$ cat config.mk
export PLATFORM = sky130hd
export DESIGN_NAME = sprite_reg_arbiter
export DESIGN_NICKNAME = d
export VERILOG_FILES = /design/src/rtl/sprite_reg_arbiter.sv
export SDC_FILE = /design/constraint.sdc
export NUM_CORES = 1
export LEC_CHECK = 0
export CELL_PAD_IN_SITES_DETAIL_PLACEMENT = 1
export CELL_PAD_IN_SITES_GLOBAL_PLACEMENT = 2
export CORE_UTILIZATION = 27
export DETAILED_ROUTE_END_ITERATION = 8
export GPL_TIMING_DRIVEN = 1
export PLACE_DENSITY = 0.91
export SYNTH_ARGS = -nofsm -noshare
export SYNTH_HDL_FRONTEND = slang
export SYNTH_SLANG_ARGS = --single-unit
$ cat constraint.sdc
create_clock -name clk -period 4.5 [get_ports clk]
set_input_delay 0.9 -clock clk [delete_from_list [all_inputs] [get_ports clk]]
set_output_delay 0.9 -clock clk [all_outputs]
set_load 0.01 [all_outputs]
$ cat src/rtl/sprite_reg_arbiter.sv
// sprite_reg_arbiter
// Shares the single access port of the sprite register file between the CPU
// and the video sprite-fetch engine. A vid_start pulse launches a burst that
// reads BURST_LEN consecutive registers from BURST_BASE; CPU accesses are
// interleaved round-robin while the burst runs.
//
// Ports:
//   clk, reset                 clock, asynchronous active-low reset
//   cpu_req/we/addr/wdata      CPU request, held until cpu_gnt
//   cpu_gnt                    combinational grant, access happens this cycle
//   cpu_rvalid/cpu_rdata       registered read response, one cycle after grant
//   vid_start                  vblank pulse starting a burst
//   vid_busy                   high while a burst is outstanding
//   vid_rvalid/idx/rdata       registered burst word and its offset
//   vid_done                   pulse with the last burst word
//   vid_overrun                sticky, vid_start seen while busy
//   reg_addr/wdata/we/rdata    register file access port
module sprite_reg_arbiter #(
  parameter int unsigned BURST_BASE = 0,
  parameter int unsigned BURST_LEN  = 32,
  parameter int unsigned NUM_REGS   = 43
) (
  input  logic        clk,
  input  logic        reset,
  input  logic        cpu_req,
  input  logic        cpu_we,
  input  logic [5:0]  cpu_addr,
  input  logic [15:0] cpu_wdata,
  output logic        cpu_gnt,
  output logic        cpu_rvalid,
  output logic [15:0] cpu_rdata,
  input  logic        vid_start,
  output logic        vid_busy,
  output logic        vid_rvalid,
  output logic [5:0]  vid_idx,
  output logic [15:0] vid_rdata,
  output logic        vid_done,
  output logic        vid_overrun,
  output logic [5:0]  reg_addr,
  output logic [15:0] reg_wdata,
  output logic        reg_we,
  input  logic [15:0] reg_rdata
);

  localparam logic [5:0] BASE      = 6'(BURST_BASE);
  localparam logic [5:0] LAST      = 6'(BURST_LEN - 1);
  localparam logic [6:0] REG_LIMIT = 7'(NUM_REGS);

  typedef enum logic [1:0] {
    S_IDLE,
    S_BURST,
    S_DRAIN
  } state_t;

  typedef enum logic {
    WIN_CPU,
    WIN_VID
  } winner_t;

  state_t     state;
  winner_t    last_winner;
  logic [5:0] cnt;
  logic       vid_gnt;
  logic       addr_ok;

  // One access per cycle; CPU owns the port outside BURST, and during BURST
  // contention goes to whichever side did not win last.
  always_comb begin
    cpu_gnt = 1'b0;
    vid_gnt = 1'b0;
    if (state == S_BURST) begin
      if (!cpu_req || last_winner == WIN_CPU) begin
        vid_gnt = 1'b1;
      end else begin
        cpu_gnt = 1'b1;
      end
    end else begin
      cpu_gnt = cpu_req;
    end
  end

  // Writes above the writable range are acknowledged but never reach the file.
  assign addr_ok = {1'b0, cpu_addr} < REG_LIMIT;

  always_comb begin
    reg_addr  = '0;
    reg_wdata = '0;
    reg_we    = 1'b0;
    if (cpu_gnt) begin
      reg_addr  = cpu_addr;
      reg_wdata = cpu_wdata;
      reg_we    = cpu_we & addr_ok;
    end else if (vid_gnt) begin
      reg_addr = BASE + cnt;
    end
  end

  always_ff @(posedge clk or negedge reset) begin
    if (!reset) begin
      state       <= S_IDLE;
      last_winner <= WIN_VID;
      cnt         <= '0;
      cpu_rvalid  <= 1'b0;
      cpu_rdata   <= '0;
      vid_busy    <= 1'b0;
      vid_rvalid  <= 1'b0;
      vid_idx     <= '0;
      vid_rdata   <= '0;
      vid_done    <= 1'b0;
      vid_overrun <= 1'b0;
    end else begin
      if (cpu_gnt) begin
        last_winner <= WIN_CPU;
      end else if (vid_gnt) begin
        last_winner <= WIN_VID;
      end

      cpu_rvalid <= cpu_gnt & ~cpu_we;
      if (cpu_gnt && !cpu_we) begin
        cpu_rdata <= reg_rdata;
      end

      vid_rvalid <= vid_gnt;
      vid_done   <= vid_gnt && (cnt == LAST);
      if (vid_gnt) begin
        vid_idx   <= cnt;
        vid_rdata <= reg_rdata;
        cnt       <= cnt + 6'd1;
      end

      if (vid_start && state != S_IDLE) begin
        vid_overrun <= 1'b1;
      end

      // vid_busy tracks the next state so it is high exactly in BURST/DRAIN.
      case (state)
        S_IDLE: begin
          if (vid_start) begin
            state    <= S_BURST;
            cnt      <= '0;
            vid_busy <= 1'b1;
          end
        end
        S_BURST: begin
          if (vid_gnt && cnt == LAST) begin
            state <= S_DRAIN;
          end
        end
        S_DRAIN: begin
          state    <= S_IDLE;
          vid_busy <= 1'b0;
        end
        default: begin
          state    <= S_IDLE;
          vid_busy <= 1'b0;
        end
      endcase
    end
  end

endmodule

# After elaboration in Yosys (flattened, before gate mapping)
# Cells that the tools add are included.
# word_totals
regBits	52
elab_cells	51
# op_classes
eq_ne	4
n_reduce_logical	11
addsub	1
n_lt_le_gt_ge	1
muxes	18
n_bitwise	5
# op_table
cell	n
6-bit 2-to-1 mux	5
16-bit 2-to-1 mux	1
1-bit 2-to-1 mux	8
6-bit by 1-bit adder with 6-bit output (second input constant)	1
6-bit by 5-bit == test with 1-bit output (second input constant)	1
6-bit < comparator (second input constant)	1
2-bit 2-to-1 mux	2
2-bit one-hot mux with 2 select lines	1
2-bit AND reduction	2
2-bit nonzero test	2
1-bit logical AND	3
1-bit NOT	3
1-bit bitwise AND	2
2-bit by 1-bit == test with 1-bit output (second input constant)	1
1-bit logical NOT	2
2-bit logical NOT	1
2-bit by 1-bit inequality test with 1-bit output (second input constant)	1
2-bit inequality test (second input constant)	1
1-bit one-hot mux with 2 select lines	1
1-bit logical OR	1

# Longest topological paths before layout
# logic_depth
depth_word	7
mapped_depth	6
ltp_nobuf	5

# Least setup slack after synthesis
# Ideal clock, no wire load.
# synth_path
path_kind	input port to output port
start	input cpu_req
end	output reg_addr[0]
n_path_buf	1
setup_slack_ps	1833
arrival_time_ps	1767
required_time_ps	3600
stages	6
cell_sequence	nand2_1 nand2_2 inv_2 buf_4 ha_1 mux2_2
# synth_via
elab_chain_len	6
word_cells_on_any_way	8
classes_between	mux (6); reduce/logical (2)
# synth_rtl
item	line_no	text
start, declared	25	input logic cpu_req,
1-bit logical NOT	72	if (!cpu_req || last_winner == WIN_CPU) begin
1-bit logical OR	72	
1-bit 2-to-1 mux	72	
1-bit 2-to-1 mux	71	if (state == S_BURST) begin
net vid_gnt	63	logic vid_gnt;
6-bit 2-to-1 mux	93	end else if (vid_gnt) begin
6-bit 2-to-1 mux	89	if (cpu_gnt) begin
end, declared	39	output logic [5:0] reg_addr,
# The timed path passes the listed nets, and every way through them passes these cells.

# Worst setup path after layout
# layout_path
start	input cpu_req
end	output reg_addr[0]
# layout_via
elab_chain_len	6
word_cells_on_any_way	8
classes_between	mux (6); reduce/logical (2)
# layout_rtl
item	line_no
1-bit logical NOT	72
1-bit logical OR	72
1-bit 2-to-1 mux	72
1-bit 2-to-1 mux	71
6-bit 2-to-1 mux	93
6-bit 2-to-1 mux (*)	89
# Mark *: on every way between the ends. The rest lies on a longest branch, timed or not.

==> results_tabular.tex <==
\begin{tabular}{lr}
\hline
Metric & Value \\
\hline
\multicolumn{2}{l}{\textbf{Final layout}} \\
Area growth from synthesis to layout & 57.60\% \\
Fillcell total & 883 \\
Post-layout net count & around 330 \\
Proportion of layout cells with a drive suffix above 1 & between 10\% and 20\% \\
Diode count & 0 \\
\multicolumn{2}{l}{\textbf{Yosys}} \\
Post-synthesis area per instance & 13.34 sq um \\
Count of cell types in the netlist & 34 \\
Net Count, Synth & 216 \\
Proportion of synthesized flip-flops having asynchronous set or reset & 100.0\% \\
Number of synthesized flops with an enable pin & 0 \\
Sequential cell area fraction in the yosys report & 57.10\% \\
Cells after synthesis & around 170 \\
Synth warn & 0 \\
Proportion of netlist area held by the largest area contributor & 55.95\% \\
Area contributors post-synth & dfrtp\_1 56\%, mux2\_2 11\%, mux2\_4 5.9\% \\
Top post-synthesis cells by count & 51 x dfrtp\_1, 22 x mux2\_2, 18 x and2\_1 \\
Leading cell type by number of instances after synthesis & dfrtp\_1 \\
Top\_reg\_cell synth & dfrtp\_1 \\
Cell area after synthesis & 2281 sq um \\
Library cell with the largest summed area after synthesis & dfrtp\_1 \\
Flip-flop and latch count after synthesis & 52 \\
\multicolumn{2}{l}{\textbf{Critical path}} \\
Cell family with the largest share of critical-path delay & buffers and inverters \\
Critical path class & input pin to output pin \\
Buf/Inv on CP & 4 \\
CP most frequent cell & clkdlybuf4s50\_1 \\
Maximum single-stage delay on the critical path & 500 ps \\
Data arrival time at the worst-slack endpoint & 2690 ps \\
CP required & 3600 ps \\
Critical path startpoint category & input pin \\
Largest fanout on the critical path & 24 \\
Crit end category & output pin \\
Crit-path slowest cell & clkdlybuf4s50\_1 \\
Cell-by-cell trace of the critical path & clkdlybuf4s50\_1 > inv\_1 > nor2\_1 > buf\_4 > mux2\_2 > clkdlybuf4s50\_1 \\
Setup slack of the worst register-to-register path & 2920 ps \\
\multicolumn{2}{l}{\textbf{Placed design}} \\
Global placer's final weighted congestion & 0.6965 \\
Placed wire-length estimate after detailed placement & 4269 um \\
Count of buffers inserted at the top-level ports & between 100 and 150 \\
\multicolumn{2}{l}{\textbf{GRT}} \\
Overall overflow remaining after global route & 0 \\
Initial antenna violation count & 0 \\
Pin count of the biggest net entering global routing & 53 \\
Global Route Usage Sum & 14.08\% \\
Global-route wire length before repair & 9453 um \\
Vias in the first global route & 1,839 \\
\multicolumn{2}{l}{\textbf{Timing}} \\
Final Hold Vio Count & 0 \\
Final Skew & 9.241 ps \\
Count of pins over their slew limit & 0 \\
Setup repair after global routing missed its margin & no \\
Share of the clock period used by the worst path after layout & 79.79\% \\
Worst slew margin relative to its limit & 54.58\% \\
Setup total negative slack & 0 ps \\
Final setup violation count & 0 \\
Maximum frequency from static timing analysis & 0.2785 GHz \\
Final Hold Slack & 485.6 ps \\
Slew @ Worst Pin & 681.3 ps \\
Post-layout min period & 3591 ps \\
\multicolumn{2}{l}{\textbf{Clock network}} \\
Post-CTS sizing & 0 \\
Post-CTS Repair Setup Buffers & 0 \\
Number of clock sinks & 52 \\
Clock-pin slew on the worst setup and hold paths & $\sim$90 ps \\
Total of hold buffers inserted after clock tree synthesis & 0 \\
Deepest clock path buffer count & 2 \\
Later-pin clock latency in the skew report & 300 ps \\
CTS tree & built \\
Clock root buffer & clkbuf\_8 \\
CTS H-Tree Depth & 2 \\
Clock buffers created by TritonCTS & 5 \\
\multicolumn{2}{l}{\textbf{Routing}} \\
Via-to-Cell Ratio & between 4 and 5 \\
Post-detailed-routing wire length & 6012 um \\
Post-route ant nets & 0 \\
Number of design rule violations left after detail routing & 0 \\
Number of search-and-repair iterations in the first detailed-routing pass & 2 \\
Via count & 1,815 \\
Routed WL per cell & 15.42 um \\
Initial DRC Count & 73 \\
\multicolumn{2}{l}{\textbf{Floorplan}} \\
Placement row count & 33 \\
IO Count & 110 \\
Die Height & 93.91 um \\
Starting density of the core & 27.90\% \\
Area of the die & 8819 sq um \\
Core Region & between 8000 and 9000 sq um \\
Die width & 93.91 um \\
\multicolumn{2}{l}{\textbf{Power and ir drop}} \\
Power Density & 630.5 nW/um\^{}2 \\
Power Total & 0.002266 W \\
Standby leakage power & 1.491 nW \\
Worst ir drop on vdd & 0.2999 mV \\
\multicolumn{2}{l}{\textbf{Hold path}} \\
Tightest Hold Check Type & flip-flop to flip-flop \\
\multicolumn{2}{l}{\textbf{Flow run}} \\
Number of max-cap violations & 0 \\
\multicolumn{2}{l}{\textbf{Run status}} \\
Outcome & finished, final reports clean \\
\hline
\end{tabular}
sequential cells by signal, summed over array words and instances (netlist names):
signal and count:
cnt 6, cpu_rdata 16, cpu_rvalid 1, last_winner 1
state 2, vid_busy 1, vid_done 1, vid_idx 6
vid_overrun 1, vid_rdata 16, vid_rvalid 1
cell type report:
type	instances	area, sq um	share of cell area [%]
Clock buffer	7	76.32	2.123
Clock inverter	1	30.03	0.8354
Inverter	7	26.28	0.7309
Multi-Input combinational cell	105	912.1	25.37
Sequential cell	52	1303	36.23
Tap cell	105	131.4	3.655
Timing Repair Buffer	113	1116	31.05
report_power, final:
part	total (W)	internal (W)	leakage [nW]	switching (W)
Sequential	0.000815	0.000673	0.616	0.000142
Clock	0.000319	0.000167	0.0524	0.000153
Combinational	0.00113	0.000686	0.823	0.000446
path summary, 6_finish.rpt:
path / startpoint / to / cells past startpoint
hold / removal: vid_overrun$_DFFE_PN0P_ / vid_overrun$_DFFE_PN0P_ / 1
setup reg to reg: state[1]$_DFFE_PN0P_ / cnt[3]$_DFF_PN0_ / 3
hold reg to reg: vid_overrun$_DFFE_PN0P_ / vid_overrun$_DFFE_PN0P_ / 1
setup / recovery: cpu_req / reg_addr[0] / 6
min in group asynchronous: reset / vid_overrun$_DFFE_PN0P_ / 2
max in group asynchronous: reset / vid_idx[2]$_DFFE_PN0P_ / 2
cell families (layout without fill, tap and decap cells):
logic type / count (synthesis) / after routing / share of synthesized area, %
flops: 52 / 52 / 57.10
simple gates: 42 / 42 / 11.96
mux: 39 / 39 / 20.63
compound gates: 22 / 22 / 6.308
fa+ha+maj: 2 / 2 / 1.097
buf+inv: 14 / 128 / 2.907
cells in the final DEF, fill, tap and decap left out, types with 2 or more instances in the layout:
master           Yosys  routed
a21o_1               2       2
a21oi_1              4       4
a22o_1               5       5
and2_1              18      18
buf_4                1       4
clkbuf_1             3       2
clkbuf_8             0       5
clkdlybuf4s50_1      0     108
dfrtp_1             51      51
ha_1                 2       2
inv_1                6       6
mux2_1               6       6
mux2_2              22      22
mux2_4               9       9
mux2i_1              2       2
nand2_1              4       4
nand2b_1             3       3
nand3_1              2       2
nor4_1               4       4
o21ai_0              8       8
o31ai_1              2       2
or4_1                2       2
layer usage:
metal	global-route usage, %	vias up	wire, um
met3	5.259	6	617
met1	17.92	901	2655
met4	3.718	0	59
li1	-	826	-
met5	0	-	0
met2	22.38	82	2679
through the flow:
stage          setup WS (ps)  instances  instance area (sq um)  utilization, %
3_5_place_dp           886.0        382                   3488           42.67
2_1_floorplan           1833        171                   2281               -
3_3_place_gp           939.8        382                   3488           42.67
6_report               909.3        390                   3595           43.97
4_1_cts                875.2        390                   3595           43.97
5_1_grt                787.6        390                   3595           43.97
No activity file was read; power rests on OpenSTA's default activity.
